<file path="config.mk">
export PLATFORM = sky130hd
export DESIGN_NAME = cp0_timer_ext
export DESIGN_NICKNAME = d
export VERILOG_FILES = /design/src/rtl/cp0_timer_ext.sv
export SDC_FILE = /design/constraint.sdc
export NUM_CORES = 1
export LEC_CHECK = 0
export ABC_CLOCK_PERIOD_IN_PS = 2200
export BUFFER_PORTS_ARGS = -buffer_cell sky130_fd_sc_hd__buf_2
export CAP_MARGIN = 20
export CELL_PAD_IN_SITES_DETAIL_PLACEMENT = 0
export CELL_PAD_IN_SITES_GLOBAL_PLACEMENT = 1
export CORE_MARGIN = 4
export CORE_UTILIZATION = 25
export CTS_CLUSTER_SIZE = 40
export DETAILED_ROUTE_END_ITERATION = 7
export HOLD_SLACK_MARGIN = 0.02
export MAX_ROUTING_LAYER = met4
export PLACE_DENSITY = 0.54
export SLEW_MARGIN = 20
export SYNTH_ARGS = -nofsm -noshare
export SYNTH_HDL_FRONTEND = slang
export SYNTH_SLANG_ARGS = --single-unit
</file>
<file path="constraint.sdc">
create_clock -name clk -period 2.2 [get_ports clk]
set_input_delay 0.33 -clock clk [delete_from_list [all_inputs] [get_ports clk]]
set_output_delay 0.33 -clock clk [all_outputs]
set_load 0.1 [all_outputs]
</file>
<file path="src/rtl/cp0_timer_ext.sv">
// CP0 coprocessor for the M stage: SR/Cause/EPC/PRId plus a Count/Compare timer,
// BadVAddr capture and a configurable number of level-sensitive hardware interrupts.
module cp0_timer_ext #(
    parameter int          NUM_HWINT = 5,
    parameter int          TIMER_EN  = 1,
    parameter int          COUNT_DIV = 1,
    parameter logic [31:0] PRID_VAL  = 32'h12345678
) (
    input  logic                 clk,
    input  logic                 reset,
    input  logic                 we,
    input  logic [4:0]           rd_addr,
    input  logic [4:0]           wr_addr,
    input  logic [31:0]          din,
    output logic [31:0]          dout,
    input  logic [31:0]          pc,
    input  logic                 bd_in,
    input  logic [4:0]           exc_code,
    input  logic [31:0]          bad_vaddr_in,
    input  logic [NUM_HWINT-1:0] hwint,
    input  logic                 eret,
    output logic                 req,
    output logic [31:0]          epc
);

    localparam logic [4:0] A_BADVADDR = 5'd8;
    localparam logic [4:0] A_COUNT    = 5'd9;
    localparam logic [4:0] A_COMPARE  = 5'd11;
    localparam logic [4:0] A_SR       = 5'd12;
    localparam logic [4:0] A_CAUSE    = 5'd13;
    localparam logic [4:0] A_EPC      = 5'd14;
    localparam logic [4:0] A_PRID     = 5'd15;

    // IM[15] (timer) is always writable; only the implemented hardware lines below it are.
    localparam logic [5:0] IM_MASK   = {1'b1, 5'((32'd1 << NUM_HWINT) - 32'd1)};
    localparam logic [3:0] PRESC_MAX = 4'((32'd1 << COUNT_DIV) - 32'd1);

    logic [5:0]  im_q, im_d;
    logic        exl_q, exl_d;
    logic        ie_q, ie_d;
    logic        bd_q, bd_d;
    logic        ti_q, ti_d;
    logic [4:0]  exc_code_q, exc_code_d;
    logic [4:0]  ip_hw_q;
    logic [31:0] epc_q, epc_d;
    logic [31:0] badvaddr_q, badvaddr_d;
    logic [31:0] count_q, count_d;
    logic [31:0] compare_q, compare_d;
    logic [3:0]  presc_q, presc_d;

    logic [4:0]  hw_ext;
    logic [5:0]  ip_live;
    logic        int_req;
    logic        exc_req;
    logic        req_c;
    logic        tick;
    logic [31:0] count_inc;
    logic [31:0] epc_base;
    logic        unused_pc_bits;

    assign unused_pc_bits = ^pc[1:0];

    always_comb begin
        hw_ext                  = '0;
        hw_ext[NUM_HWINT-1:0]   = hwint;
    end

    // Live (unregistered) interrupt lines so a request is taken in the cycle it appears.
    always_comb begin
        ip_live  = {ti_q, hw_ext};
        int_req  = reset & ie_q & ~exl_q & (|(ip_live & im_q));
        exc_req  = reset & ~exl_q & (exc_code != 5'd0);
        req_c    = int_req | exc_req;
        epc_base = {pc[31:2], 2'b00};
    end

    always_comb begin
        presc_d   = presc_q;
        count_d   = count_q;
        compare_d = compare_q;
        ti_d      = ti_q;
        tick      = 1'b0;
        count_inc = count_q + 32'd1;
        if (TIMER_EN != 0) begin
            tick = (presc_q == PRESC_MAX);
            if (tick) begin
                presc_d = 4'd0;
                count_d = count_inc;
                if ((count_inc == compare_q) && (compare_q != 32'd0)) begin
                    ti_d = 1'b1;
                end
            end else begin
                presc_d = presc_q + 4'd1;
            end
            // Software writes override the timer's own update in the same cycle.
            if (we && (wr_addr == A_COUNT)) begin
                count_d = din;
                presc_d = 4'd0;
            end
            if (we && (wr_addr == A_COMPARE)) begin
                compare_d = din;
                ti_d      = 1'b0;
            end
        end
    end

    // Applied lowest to highest priority: MTC0, then ERET, then exception entry.
    always_comb begin
        im_d       = im_q;
        exl_d      = exl_q;
        ie_d       = ie_q;
        bd_d       = bd_q;
        exc_code_d = exc_code_q;
        epc_d      = epc_q;
        badvaddr_d = badvaddr_q;
        if (we && (wr_addr == A_SR)) begin
            im_d  = din[15:10] & IM_MASK;
            exl_d = din[1];
            ie_d  = din[0];
        end
        if (we && (wr_addr == A_EPC)) begin
            epc_d = {din[31:2], 2'b00};
        end
        if (eret && !req_c) begin
            exl_d = 1'b0;
            bd_d  = 1'b0;
        end
        if (req_c) begin
            exl_d      = 1'b1;
            bd_d       = bd_in;
            epc_d      = bd_in ? (epc_base - 32'd4) : epc_base;
            exc_code_d = int_req ? 5'd0 : exc_code;
            if (!int_req && ((exc_code == 5'd4) || (exc_code == 5'd5))) begin
                badvaddr_d = bad_vaddr_in;
            end
        end
    end

    always_ff @(posedge clk or negedge reset) begin
        if (!reset) begin
            im_q       <= '0;
            exl_q      <= 1'b0;
            ie_q       <= 1'b0;
            bd_q       <= 1'b0;
            ti_q       <= 1'b0;
            exc_code_q <= '0;
            ip_hw_q    <= '0;
            epc_q      <= '0;
            badvaddr_q <= '0;
            count_q    <= '0;
            compare_q  <= '0;
            presc_q    <= '0;
        end else begin
            im_q       <= im_d;
            exl_q      <= exl_d;
            ie_q       <= ie_d;
            bd_q       <= bd_d;
            ti_q       <= ti_d;
            exc_code_q <= exc_code_d;
            ip_hw_q    <= hw_ext;
            epc_q      <= epc_d;
            badvaddr_q <= badvaddr_d;
            count_q    <= count_d;
            compare_q  <= compare_d;
            presc_q    <= presc_d;
        end
    end

    always_comb begin
        dout = 32'd0;
        case (rd_addr)
            A_SR:       dout = {16'd0, im_q, 8'd0, exl_q, ie_q};
            A_CAUSE:    dout = {bd_q, ti_q, 14'd0, ti_q, ip_hw_q, 3'd0, exc_code_q, 2'b00};
            A_EPC:      dout = epc_q;
            A_PRID:     dout = PRID_VAL;
            A_COUNT:    dout = count_q;
            A_COMPARE:  dout = compare_q;
            A_BADVADDR: dout = badvaddr_q;
            default:    dout = 32'd0;
        endcase
    end

    assign req = req_c;
    assign epc = epc_q;

endmodule

</file>
# Word level (Yosys, flattened, before mapping)

Cells that the tools add are included.

Add/subtract/negate cells: 3
Eq/ne operators: 15
Multiplexer cells: 17
Bitwise operators: 8
Reductions and logical operators: 21

Operator list:

| operator              | count |
|---|---|
| $pmux 32 s7           | 1 |
| $mux 32               | 5 |
| $eq 5x4->1 const B    | 11 |
| $add 32x1->32 const B | 1 |
| $eq 32x32->1          | 1 |
| $reduce_bool 32->1    | 1 |
| $sub 32x3->32 const B | 1 |
| $eq 5x3->1 const B    | 2 |
| $reduce_bool 2->1     | 5 |
| $mux 1                | 8 |
| $mux 4                | 2 |
| $logic_and 1x1->1     | 7 |
| $and 6x6->6           | 1 |
| $reduce_or 6->1       | 1 |
| $and 1x1->1           | 5 |
| $mux 5                | 1 |
| $reduce_bool 5->1     | 1 |
| $add 4x1->4 const B   | 1 |
| $eq 4x1->1 const B    | 1 |
| $reduce_and 2->1      | 2 |
| $reduce_bool 3->1     | 1 |
| $logic_not 1->1       | 2 |
| $logic_or 1x1->1      | 1 |
| $not 1->1             | 1 |
| $or 1x1->1            | 1 |

Flip-flop bits (word level): 152
Input bits: 121
Output and inout port bits: 65
Logic and storage cells: 76

# Longest topological paths before layout

Gate-level depths: netlist (run 1).

Depth after elaboration: 8
Mapped depth: 9
Mapped depth without buffers: 9

# Worst setup path after synthesis (run 1)

OpenSTA, ideal clock, no wires.

Path kind: input to output
From: in rd_addr[3]
To: out dout[31]
Arrival: 3399 ps
Required time: 1870 ps
Slack: -1529 ps
Stages on the path: 6
Path buffers: 1
Cells stage by stage: nor2b_1 > and2_1 > clkbuf_1 > nor2b_1 > a22oi_1 > o21ai_0

Cells in the longest elaborated chain, start to end: 2

RTL lines:

| what            | line | source |
|---|---|---|
| from (decl)     | 12   | `input logic [4:0] rd_addr,` |
| $eq 5x4->1      | 171  | `case (rd_addr)` |
| $pmux 32 s7 (*) | 171  |  |
| to (decl)       | 15   | `output logic [31:0] dout,` |

Mark *: on every way between the ends. The rest lies on a longest branch, timed or not.

# Final worst setup path (run 1)

From: reg ti_q
To: out req

Cells in the longest elaborated chain, start to end: 4

RTL lines:

| what                   | line | source |
|---|---|---|
| from (decl)            | 42   | `logic ti_q, ti_d;` |
| from (signal assigned) | 158  | `ti_q <= ti_d;` |
| $and 6x6->6            | 71   | `int_req = reset & ie_q & ~exl_q & (\|(ip_live & im_q));` |
| $reduce_or 6->1        | 71   |  |
| $and 1x1->1            | 71   |  |
| $or 1x1->1             | 73   | `req_c = int_req \| exc_req;` |
| to (decl)              | 22   | `output logic req,` |

Every way passes these cells.

==> impl_results.md, run 1 <==
* Status: finished with violations
* Failing checks: setup timing
* RSZ-0062 raised after global routing: yes
* Die area at 39600 um^2
* Crit. path cell count at 7
* Maximum clock rate at 435 MHz
* WP data required at 1870 ps
* CP max-delay cell: dfrtp_2
* Layout area overhead at 45.2%
* Max-slew headroom at 0.499
* CP Class: flop to output pin
* Pre-CTS WS at -158 ps
* Placed Area at 12200 um^2
* Final Worst Setup Slack at -98.4 ps
* Reg-to-Reg Start: count_q[12]$_DFFE_PN0P_
* Die H at approximately 200 um
* Mapped cell area at 9120 um^2
* R2R cell count at 9
* # Max-Cap Violations at 0
* Later-pin clock latency in the skew report at 430 ps
* Worst r2r dst: ti_q$_DFFE_PN0P_
* Max Slew Vio Count at 0
* Power per cell area at 931 nW/um^2
* VDD IR max at around 0.54 mV
* WP data arrival at 1970 ps
* Final non-filler cell total at 1707
* FP Rows at 69
* Layout Utilization at 0.370
* Routability cong. at 0.883
* Layout cells sized above 1 at 0.436
* Cell Chain, Critical Path: a22oi_2 -> nand3_2 -> nand2_2 -> nand2_2 -> o31ai_4 -> bufinv_8 -> buf_12
* Syn avg cell area at approximately 9.7 um^2
* Final worst-path cycle share at 1.04
* Crit-path max cell delay at around 450 ps
* Top cell by count, worst path: nand2_2
* Routed WL per cell at 21.9 um
* Initial antenna violation count at 1
* Vias/cell at 4.91
* Final hold vios at 0
* Synth cell types at 65
* Synth warn at 0
* Share of Yosys cell area claimed by the top area cell type at 0.412
* Number of clock sinks at 150
* Ys flop type: dfrtp_1
* # DRC at 0
* Core outline area at 35700 um^2
* Most frequent cells after synthesis: dfrtp_1 (150), nand2_1 (114), mux2_2 (72)
* Worst setup EP type: output pin
* Cts bufs inserted at 17
* H-tree levels at 4
* Overall routing resource usage at 0.192
* CTS tree: built
* Worst Skew at 9.10 ps
* Post-synthesis async set-or-reset flop share at 1.00
* Number of synthesized flops with an enable pin at 0
* Buf+Inv Stages, Crit Path at 2
* Initial Utilization at 0.255
* Antenna Cells at 0
* DRT Pass-1 Iters at 7
* Fin area at 13200 um^2
* Register area share after synthesis at 0.412
* Vias at 8387
* Worst slew pin tran at 751 ps
* Dominant cell type by area after synthesis: dfrtp_1
* Reg2reg setup slack at 0 ps
* Drt total wl at between 30000 and 40000 um
* Die X at 199 um
* Dpl hpwl at 29200 um
* Placed cells at ~1700
* CTS max path bufs at 2
* Final net count at 1358
* Vias in the first global route at 8544
* Setup Viol. Count Final at 1
* Clk pin slew, worst setup/hold paths at 60 ps
* Worst Hold Class: input pin to asynchronous set/reset pin
* Synth Register Bits at 150
* Largest net degree at the start of global routing at 110
* Congestion Overflow GR at 0
* # IOs at 186
* Routed Antenna Nets at 0
* CTS Root Buffer Type: clkbuf_16
* Leak at between 5 and 6 nW
* Initial DRC Count at approximately 490
* Area contributors post-synth: dfrtp_1 (41%), mux2_2 (8.9%), xnor2_1 (6.1%), nand2_1 (4.7%), mux2i_1 (4.5%)
* Final min period at 2300 ps
* Worst-path fanout max at 2
* CP top delay family: flip-flops
* Count leader, synth: dfrtp_1
* Hold Slack at 47.5 ps
* PortBufs at 181
* Worst Setup Start Kind: flop
* Cells after synthesis at 936
* First-pass GRT wire length at 54900 um
-- per-stage QoR --
stage | setup TNS [ps] | power, mW
floorplan | -441 | 7.28
global placement | -610 | 9.09
detailed placement | -916 | 9.12
CTS | -194 | 12.2
global route | -348 | 12.9
finish | -98.4 | 12.3
-- state kept, by name, indices dropped and copies added (netlist names) --
signal and cells:
exc_code_q 5, ip_hw_q 5, compare_q 32, badvaddr_q 32, exl_q 1, ie_q 1
im_q 6, presc_q 4, epc 30, bd_q 1, ti_q 1, count_q 32
-- power breakdown --
group	internal, mW	switching, mW	total (mW)
combinational	2.00	3.16	5.16
clock	1.68	1.27	2.95
sequential	3.46	0.751	4.21
total	7.14	5.19	12.3
-- placed cells by master, fill, tap and decap left out, types with 7 or more instances in the layout --
cell       Yosys  layout
nand3_2        1       7
nand3_1       37      24
xnor2_1       63      63
nor2b_1       15      12
a221o_2        0      11
o211ai_1       9       9
nand2_4        0       8
o21ai_0       58      57
a22oi_1       21      18
a21oi_1       14      14
clkbuf_16      0      18
xor2_1        38      38
buf_6          0      12
buf_2         13     146
buf_12         0      40
dfrtp_1      150     146
and3_1        10       8
mux2i_1       41      35
nor3_1        17      16
nand3_4        0       7
nand2_1      114     104
nor4_1        16      12
a211oi_1      10      10
mux2_2        72      72
buf_4          6     144
nand4_1       25      25
a222oi_1      12      12
nor2_1        40      38
-- logic make-up after synthesis --
logic type,share of synthesized area
muxes,0.135
adders and majority gates,0.00549
DFF,0.412
other,0.000411
AOI/OAI and AO/OA,0.120
and+or+nand+nor,0.194
buffers and inverters,0.0355
xor gates and xnor gates,0.0970
-- metal layers --
layer / vias up / wire, um / share of wire / track usage
met2: 212 / 17300 / 0.46 / 0.292
met1: 4154 / 18000 / 0.48 / 0.272
met4: 0 / 738 / 0.020 / 0.0461
met5: - / 0 / 0 / -
li1: 3985 / - / - / -
met3: 36 / 1370 / 0.037 / 0.0247
-- worst max-delay path by stage --
| stage | end | slack (ps) | start |
|---|---|---|---|
| 5_1_grt | req | -140 | ti_q$_DFFE_PN0P_ |
| 3_3_place_gp | epc[31]$_DFFE_PN0P_ | -100 | pc[3] |
| 2_1_floorplan | dout[15] | -360 | rd_addr[3] |
| 4_1_cts | req | -180 | ti_q$_DFFE_PN0P_ |
| 6_report | req | -100 | ti_q$_DFFE_PN0P_ |
| 3_5_place_dp | epc[31]$_DFFE_PN0P_ | -160 | pc[3] |
-- cell type report --
class / instances / area (um^2)
fillers: 3656 / 22500
multi-input cells: 712 / 5490
flip-flops and latches: 150 / 3760
repair buffers: 344 / 2780
well taps: 461 / 577
clock buffers: 18 / 429
clock inverters: 14 / 154
inverters: 7 / 40.0
repair inverters: 1 / 6.26
-- what timing repair did --
action                                 CTS  global route
resized for setup                       23            33
cloned                                   2             1
setup endpoints to repair               15            25
pin swaps                               11            20
setup buffers                           10            12
endpoints found under the hold margin    0             4
hold buffers                             0             1
Power figures use the tool's default switching activity.
==> run 2: changes to the inputs <==
--- a/config.mk
+++ b/config.mk
@@ -5,7 +5,7 @@
 export SDC_FILE = /design/constraint.sdc
 export NUM_CORES = 1
 export LEC_CHECK = 0
-export ABC_CLOCK_PERIOD_IN_PS = 2200
+export ABC_CLOCK_PERIOD_IN_PS = 2960
 export BUFFER_PORTS_ARGS = -buffer_cell sky130_fd_sc_hd__buf_2
 export CAP_MARGIN = 20
 export CELL_PAD_IN_SITES_DETAIL_PLACEMENT = 0
@@ -16,7 +16,7 @@
 export DETAILED_ROUTE_END_ITERATION = 7
 export HOLD_SLACK_MARGIN = 0.02
 export MAX_ROUTING_LAYER = met4
-export PLACE_DENSITY = 0.54
+export PLACE_DENSITY = 0.52
 export SLEW_MARGIN = 20
 export SYNTH_ARGS = -nofsm -noshare
 export SYNTH_HDL_FRONTEND = slang
==> constraint.sdc (replaced) <==
create_clock -name clk -period 2.96 [get_ports clk]
set_input_delay 0.444 -clock clk [delete_from_list [all_inputs] [get_ports clk]]
set_output_delay 0.444 -clock clk [all_outputs]
set_load 0.1 [all_outputs]
==> run 2 against run 1 <==
  * Core utilization is 3.8 points lower
  * Register-to-register slack better by 430 ps
  * Clock power is 28% lower
  * Cell area is 10% lower
  * Clock skew is 2.3 ps higher
  * Combinational power is 40% lower
  * Die area stayed put
  * The run now ends clean
  * Via count is 5.5% lower
  * Global-route usage is 0.71 points lower
  * Worst hold slack better by 46 ps
  * Critical path depth is 1 higher
  * Sequential cell count stayed put
==> impl_results.md, run 2 (same netlist as run 1, synthesis figures left out) <==
* Status: finished, final reports clean
* Gates resized, CTS repair at 0
* Final non-filler cell total at 1591
* H-tree levels at 4
* Setup Viol. Count Final at 0
* Routed WL per cell at 22.5 um
* Final net count at 1242
* Cts bufs inserted at 17
* Filler Cell Count at ~3800
* Largest net degree at the start of global routing at around 150
* Worst setup EP type: output pin
* DRT Pass-1 Iters at 5
* Layout cells sized above 1 at 0.325
* Worst Setup Start Kind: input pin
* Crit-path max cell delay at 410 ps
* Commonest cells after routing, fill and taps aside: dfrtp_1 (150), buf_2 (147), nand2_1 (112)
* Placed cells at 1559
* Vias in the first global route at 8000
* Biggest regs: badvaddr_q (32), compare_q (32), count_q (32)
* CTS max path bufs at 2
* Max-slew headroom at 0.381
* Initial DRC Count at approximately 520
* R2R cell count at 7
* CTS tree: built
* Core outline area at about 36000 um^2
* CP top delay family: simple AND/OR/NAND/NOR gates
* Pre-CTS WS at between 200 and 300 ps
* Final min period at 2700 ps
* Initial antenna violation count at 1
* Buf+Inv Stages, Crit Path at 2
* Post-CTS Hold Buffers at 0
* Total Power at 8.49 mW
* # IOs at between 150 and 200
* VDD IR max at about 0.41 mV
* CP max-delay cell: and2_1
* Worst Hold Class: input pin to asynchronous set/reset pin
* First-pass GRT wire length at ~53000 um
* Later-pin clock latency in the skew report at ~430 ps
* Die X at 199 um
* Layout area overhead at 30.2%
* Die area at between 30000 and 40000 um^2
* Crit. path cell count at 8
* CTS Root Buffer Type: clkbuf_16
* # DRC at 0
* Final hold vios at 0
* Routability cong. at 0.857
* Congestion Overflow GR at 0
* Dpl hpwl at 28000 um
* Vias/cell at 4.98
* Post-CTS Setup Bufs at 0
* WP data required at 2520 ps
* Fin area at 11900 um^2
* Routed Antenna Nets at 0
* # Max-Cap Violations at 0
* Overall routing resource usage at 0.185
* Worst-path fanout max at 8
* Vias at 7927
* Power per cell area at 715 nW/um^2
* Maximum clock rate at 370 MHz
* WP data arrival at 2260 ps
* Max Slew Vio Count at 0
* Worst r2r dst: ti_q$_DFFE_PN0P_
* Leak at 4.95 nW
* FP Rows at 69
* Worst slew pin tran at 928 ps
* Reg2reg setup slack at 430 ps
* Cell Chain, Critical Path: buf_2 -> nor2b_1 -> and2_1 -> nor2b_1 -> and2_1 -> a22oi_1 -> nand4_1 -> buf_12
* Die H at roughly 200 um
* Reg-to-Reg Start: count_q[6]$_DFFE_PN0P_
* Clk pin slew, worst setup/hold paths at approximately 70 ps
* Initial Utilization at 0.255
* Placed Area at ~11000 um^2
* Layout Utilization at 0.332
* Number of clock sinks at 150
* Final Worst Setup Slack at 258 ps
* Drt total wl at around 36000 um
* RSZ-0062 raised after global routing: no
* PortBufs at 181
* CP Class: input pin to output pin
* Commonest non-fill, non-tap cell in the layout: dfrtp_1
* Worst Skew at approximately 11 ps
* Final worst-path cycle share at 0.913
-- run 2: changes by cell type in the layout (fill, tap and decap cells not counted), sizes merged --
cell         previous run  this run
buf                   342       230
clkinv                  7         3
bufinv                  3         1
clkbuf                 19        21
and2                    7         6
diode                   0         1
dlygate4sd3             1         0
inv                     9        10
-- run 2: layer usage --
layer / GRT usage / part of all wire
met5: - / 0
met4: 0.0403 / 0.013
met3: 0.0247 / 0.033
met2: 0.279 / 0.46
met1: 0.266 / 0.49
-- run 2: cell type report --
| type | instances | area [um^2] | area share |
|---|---|---|---|
| multi-input combinational | 711 | 5110 | 0.431 |
| sequential | 150 | 3750 | 0.316 |
| timing repair buffer | 230 | 1840 | 0.155 |
| tap | 461 | 577 | 0.0486 |
| clock buffer | 21 | 460 | 0.0388 |
| clock inverter | 10 | 97.6 | 0.00822 |
| inverter | 7 | 26.3 | 0.00221 |
| antenna | 1 | 2.50 | 0.000211 |
-- run 2: worst max-delay path by stage --
| stage | startpoint | end |
|---|---|---|
| floorplan | rd_addr[2] | dout[3] |
| global placement | rd_addr[4] | dout[15] |
| detailed placement | rd_addr[4] | dout[15] |
| CTS | ti_q$_DFFE_PN0P_ | req |
| global route | ti_q$_DFFE_PN0P_ | req |
| finish | rd_addr[4] | dout[15] |
-- run 2: where the power goes --
| group | switching (mW) | internal, mW |
|---|---|---|
| registers | 0.718 | 2.56 |
| clock network | 0.924 | 1.20 |
| logic | 2.00 | 1.09 |
| total | 3.64 | 4.85 |
-- run 2: per-stage QoR --
step                TNS, ps  hold WS [ps]
global placement          0           454
floorplan              -991           148
finish                    0          93.0
CTS                       0           143
global route              0           144
detailed placement        0           464
